**config.mk**
```make
export PLATFORM = sky130hd
export DESIGN_NAME = mem_port_arbiter
export DESIGN_NICKNAME = d
export VERILOG_FILES = /design/src/rtl/mem_port_arbiter.sv
export SDC_FILE = /design/constraint.sdc
export NUM_CORES = 1
export LEC_CHECK = 0
export BUFFER_PORTS_ARGS = -buffer_cell sky130_fd_sc_hd__buf_2
export CORE_AREA = 2 2 122 124
export CTS_CLUSTER_SIZE = 20
export DETAILED_ROUTE_END_ITERATION = 8
export DIE_AREA = 0 0 124 126
export MAX_ROUTING_LAYER = met4
export SYNTH_ARGS = -nofsm -noshare
export SYNTH_HDL_FRONTEND = slang
export SYNTH_SLANG_ARGS = --single-unit
```
**constraint.sdc**
```tcl
create_clock -name clk -period 2.75 [get_ports clk]
set_input_delay 0 -clock clk [delete_from_list [all_inputs] [get_ports clk]]
set_output_delay 0 -clock clk [all_outputs]
set_load 0.02 [all_outputs]
```
**src/rtl/mem_port_arbiter.sv**
```systemverilog
// mem_port_arbiter: shares one single-ported data memory between the CPU
// M stage and a DMA engine. The CPU owns the port by default; DMA takes it
// in CPU-idle cycles. A stalled CPU load keeps its read data in a hold
// register so a DMA access in the stall cycle cannot corrupt it.
//
// Build option: define MEM_ARB_STARVE_GUARD_EN to add a 4-bit DMA wait
// counter that forces a one-cycle DMA slot after MAX_WAIT refused cycles.
// Without it the CPU has strict priority and DMA may starve.
//
// Handshakes: dma_req is a request held stable until dma_gnt is seen high;
// the request is consumed at the clock edge that ends the grant cycle.
// cpu_en low means the CPU request in that cycle was not taken and will be
// presented again. Read data from memory arrives one cycle after mem_re.
module mem_port_arbiter #(
    parameter int MAX_WAIT = 8
) (
    input  logic        clk,
    input  logic        rst_n,
    input  logic        en,
    output logic        cpu_en,
    input  logic [3:0]  cpu_we,
    input  logic        cpu_re,
    input  logic [31:0] cpu_addr,
    input  logic [31:0] cpu_wdata,
    output logic [31:0] cpu_rdata,
    input  logic        dma_req,
    input  logic [3:0]  dma_we,
    input  logic [31:0] dma_addr,
    input  logic [31:0] dma_wdata,
    output logic        dma_gnt,
    output logic        dma_rvalid,
    output logic [31:0] dma_rdata,
    output logic [3:0]  mem_we,
    output logic        mem_re,
    output logic [31:0] mem_addr,
    output logic [31:0] mem_wdata,
    input  logic [31:0] mem_rdata
);

    // A 4-bit counter cannot reach a limit above 15; clamp into 1..15.
    localparam logic [3:0] WAIT_LIMIT = (MAX_WAIT < 1)  ? 4'd1  :
                                        (MAX_WAIT > 15) ? 4'd15 : 4'(MAX_WAIT);

    logic        w_en;
    logic        w_cpu_busy;
    logic        w_force;
    logic        w_dma_own;
    logic        w_cpu_own;

    logic        r_dma_rd_pend;
    logic        r_cpu_rd_pend;
    logic        r_hold_valid;
    logic [31:0] r_hold_q;

    // Outputs must read as idle while reset is held, so fold rst_n into the enable.
    assign w_en       = en & rst_n;
    assign w_cpu_busy = (|cpu_we) | cpu_re;

`ifdef MEM_ARB_STARVE_GUARD_EN
    logic [3:0] r_wait_cnt;

    assign w_force = (r_wait_cnt >= WAIT_LIMIT);

    // Count refused DMA cycles; a grant (forced or not) restarts the count.
    always_ff @(posedge clk or negedge rst_n) begin
        if (!rst_n) begin
            r_wait_cnt <= 4'd0;
        end else if (en) begin
            if (w_dma_own) begin
                r_wait_cnt <= 4'd0;
            end else if (dma_req && (r_wait_cnt != 4'hF)) begin
                r_wait_cnt <= r_wait_cnt + 4'd1;
            end
        end
    end
`else
    // The wait limit only matters with the starvation guard built in.
    logic w_unused_wait_limit;
    assign w_unused_wait_limit = ^WAIT_LIMIT;
    assign w_force             = 1'b0;
`endif

    // Owner selection: DMA in idle CPU cycles or in a forced slot, else CPU.
    assign w_dma_own = w_en & dma_req & (~w_cpu_busy | w_force);
    assign w_cpu_own = w_en & w_cpu_busy & ~w_dma_own;

    assign dma_gnt = w_dma_own;
    assign cpu_en  = w_en & ~(w_dma_own & w_cpu_busy);

    // Memory port mux; with no owner the port is fully idle and zeroed.
    always_comb begin
        mem_we    = 4'h0;
        mem_re    = 1'b0;
        mem_addr  = 32'h0;
        mem_wdata = 32'h0;
        if (w_dma_own) begin
            mem_we    = dma_we;
            mem_re    = ~(|dma_we);
            mem_addr  = dma_addr;
            mem_wdata = dma_wdata;
        end else if (w_cpu_own) begin
            mem_we    = cpu_we;
            mem_re    = cpu_re;
            mem_addr  = cpu_addr;
            mem_wdata = cpu_wdata;
        end
    end

    // Remember that a DMA read was issued so its data is strobed next cycle.
    always_ff @(posedge clk or negedge rst_n) begin
        if (!rst_n) begin
            r_dma_rd_pend <= 1'b0;
        end else begin
            r_dma_rd_pend <= w_dma_own & ~(|dma_we);
        end
    end

    assign dma_rvalid = r_dma_rd_pend;
    assign dma_rdata  = r_dma_rd_pend ? mem_rdata : 32'h0;

    // Remember that a CPU load was accepted so its data can be held on a stall.
    always_ff @(posedge clk or negedge rst_n) begin
        if (!rst_n) begin
            r_cpu_rd_pend <= 1'b0;
        end else begin
            r_cpu_rd_pend <= w_cpu_own & cpu_re & cpu_en;
        end
    end

    // Capture load data when the CPU stalls in the return cycle; release on
    // the first cycle the CPU pipeline advances again.
    always_ff @(posedge clk or negedge rst_n) begin
        if (!rst_n) begin
            r_hold_valid <= 1'b0;
            r_hold_q     <= 32'h0;
        end else if (r_cpu_rd_pend && !cpu_en) begin
            r_hold_valid <= 1'b1;
            r_hold_q     <= mem_rdata;
        end else if (cpu_en) begin
            r_hold_valid <= 1'b0;
        end
    end

    assign cpu_rdata = r_hold_valid ? r_hold_q : mem_rdata;

endmodule

```
==> impl_metrics.env <==
export IMPL_avgSynthCellArea_um2=9.60
export IMPL_path_cells="dlygate4sd3_1, buf_2, nand2_4, inv_2, buf_4, a31o_1, buf_2"
export IMPL_fin_setup_tns_ns=0
export IMPL_start_kind="input port"
export IMPL_p_leak_nw=2.73
export IMPL_synthArstFlopShare_pct=100
export IMPL_cp_end_kind="output pin"
export IMPL_pwr_share_clk_pct=26.3
export IMPL_fin_skew_ns=0.00446
export IMPL_ios=309
export IMPL_critPathRequiredTime_ns=2.75
export IMPL_fp_dieH_um=126
export IMPL_worstSkewPairLatency_ns=0.27
export IMPL_maxCapViolations=0
export IMPL_synthTopCellsByArea="dfrtp_1 23%, nor4_2 20%, mux2_2 18%"
export IMPL_clk_pin_slew_ns=0.05
export IMPL_ys_types=24
export IMPL_ys_seq_area_share_pct=22.7
export IMPL_chipWidth_um=124
export IMPL_post_cts_buffers=0
export IMPL_holdBufCountCts=23
export IMPL_syn_area_um2=3850
export IMPL_slowest_delay_ns=0.53
export IMPL_cts_root_buf="clkbuf_16"
export IMPL_cts_buffers=5
export IMPL_antenna_cells=0
export IMPL_drcViolationCount=0
export IMPL_crit_path_frequent_cell="buf_2"
export IMPL_setup_viol=0
export IMPL_worstSetupStartpoint="rst_n"
export IMPL_fillers=1464
export IMPL_numClockSinks=35
export IMPL_syn_to_final_growth_pct=49.7
export IMPL_yosys_warnings=0
export IMPL_core_um2=14300
export IMPL_comb_power_share_pct=41.3
export IMPL_cts_max_path_buffers=2
export IMPL_grtUsageTotal_pct=17.0
export IMPL_grt_ovfl_total=0
export IMPL_crit_slowest_cell="dlygate4sd3_1"
export IMPL_drt_wl_total_um=14000
export IMPL_grt_pass1_vias=4041
export IMPL_vias=4285
export IMPL_tightestPinTransition_ns=1.07
export IMPL_synth_edf_count=0
export IMPL_timing_rr_start="r_cpu_rd_pend"
export IMPL_clock_fmax_ghz=0.493
export IMPL_drv_slew=0
export IMPL_dieArea_um2=15600
export IMPL_h_tree_depth=2
export IMPL_cts_tree="built"
export IMPL_hold_violations=0
export IMPL_row_count=44
export IMPL_drt_pass1_iterations=4
export IMPL_postRouteAntennaNets=0
export IMPL_crit_type="in -> out"
export IMPL_via_per_inst=4.86
export IMPL_synth_cells=401
export IMPL_syn_num_nets=574
export IMPL_antenna_found_initial=0
export IMPL_start_util_pct=26.9
export IMPL_drt_iter0_markers=190
export IMPL_synth_main_ff_cell="dfrtp_1"
export IMPL_routabilityCongestion=0.801
export IMPL_grt_max_degree=65
export IMPL_ys_ff_latch=35
export IMPL_synth_top_area_share_pct=22.7
export IMPL_fin_crit_sh_pct=73.8
export IMPL_p_per_area_nw_per_um2=356
export IMPL_portBuffers=308
export IMPL_fin_ws_ns=0.721
export IMPL_post_place_ws_ns=0.953
export IMPL_final_nets=870
export IMPL_wl_per_cell_um=15.9
export IMPL_cts_resized=0
export IMPL_p_seq_share_pct=32.3
export IMPL_synth_top_area_cell="dfrtp_1"
export IMPL_status="finished clean"
export IMPL_crit_fanout=40
export IMPL_crit_arrival_ns=2.03
export IMPL_finalCriticalPeriod_ns=2.03
export IMPL_drive_above_1_share_pct=65.1
export IMPL_p_int_w=0.00136
export IMPL_hold_start="mem_rdata[10]"
export IMPL_grt_pass1_wl_um=20600
export IMPL_hpwl_um=10200
export IMPL_peakVddDrop_v=0.000200
export IMPL_relSlewSlack_pct=28.9
export IMPL_rsz0062_at_grt="false"
export IMPL_swShare_pct=33.8
export IMPL_holdCritPathClass="in -> reg"
export IMPL_switchingPower_w=0.000695
==> layout make-up <==
cell class                      count  area [µm²]  share of cell area (%)
Clock inverter                      1        5.00                  0.0869
Clock buffer                        6         139                    2.41
Timing Repair Buffer              342        1870                    32.4
Multi-Input combinational cell    311        2640                    45.7
Inverter                            2        7.51                   0.130
Tap cell                          184         230                    4.00
Sequential cell                    35         876                    15.2
==> power groups by stage <==
stage	Sequential (W)	Clock, W	Combinational [W]
final	0.000664	0.000541	0.000849
after global routing	0.000679	0.000581	0.000913
after CTS	0.000663	0.000565	0.000858
after detailed placement	0.000670	0	0.000828
after global placement	0.000665	0	0.000829
after floorplan	0.000658	0	0.000534
==> cell usage in the layout, fill, tap and decap left out, types with 3 or more instances in the layout <==
cell	Yosys	layout
a31oi_1	3	3
dlygate4sd3_1	0	23
clkbuf_16	0	5
mux2_2	63	63
nor4_1	4	4
nand2_1	69	68
dfrtp_1	35	35
a31o_1	64	64
nor4_2	61	61
buf_2	12	307
nor2_1	6	6
buf_4	6	11
and2_1	33	33
==> cell usage after synthesis, types with 3 or more instances <==
library cell	number
a31oi_1	3
a31o_1	64
buf_2	12
nand2_1	69
nor4_1	4
nor4_2	61
mux2_2	63
nor2_1	6
dfrtp_1	35
buf_4	6
clkbuf_1	28
and2_1	33
buf_12	6
==> path summary, 6_finish.rpt <==
check	cells past startpoint	end	slack [ns]
worst min-delay path	2	r_hold_q[10]	0.007
min in group asynchronous	3	r_hold_q[12]	0.37
worst max-delay path	7	mem_wdata[2]	0.72
worst min register to register	1	r_hold_q[9]	0.49
worst max register to register	3	r_hold_q[1]	1.41
max in group asynchronous	3	r_hold_q[7]	2.06
==> through the flow <==
step	area (µm²)	power (W)	util (%)	hold slack [ns]	std cells
floorplan	3850	0.00119	-	-0.296	401
global placement	5390	0.00149	37.6	0.113	851
detailed placement	5390	0.00150	37.6	0.129	851
CTS	5760	0.00209	40.3	0.00104	881
global route	5760	0.00217	40.3	0.0158	881
finish	5760	0.00205	40.3	0.00651	881
==> sequential cells by signal, indices dropped and copies added (netlist names) <==
name           cells
dma_rvalid         1
r_hold_q          32
r_hold_valid       1
r_cpu_rd_pend      1
==> critical path, delay by kind of cell <==
family	cells	cell delay, ns
AND/OR/NAND/NOR	1	0.24
buffers and inverters	5	1.51
AO/OA/AOI/OAI	1	0.26
==> metal layers <==
layer  GRT usage, %  up-vias  share of wire, %
li1               -     2096                 -
met4           6.28        0               2.2
met2           29.8      214                50
met5              -        -                 0
met3           1.49       17               6.9
met1           20.1     1958                41
==> cell families after synthesis <==
group                  after synthesis  synth area share, %
buffers and inverters               55                 9.07
multiplexers                        64                 18.7
flip-flops                          35                 22.7
AO/OA/AOI/OAI                       69                 15.4
AND/OR/NAND/NOR                    178                 34.1
No activity file was read; power rests on OpenSTA's default activity.
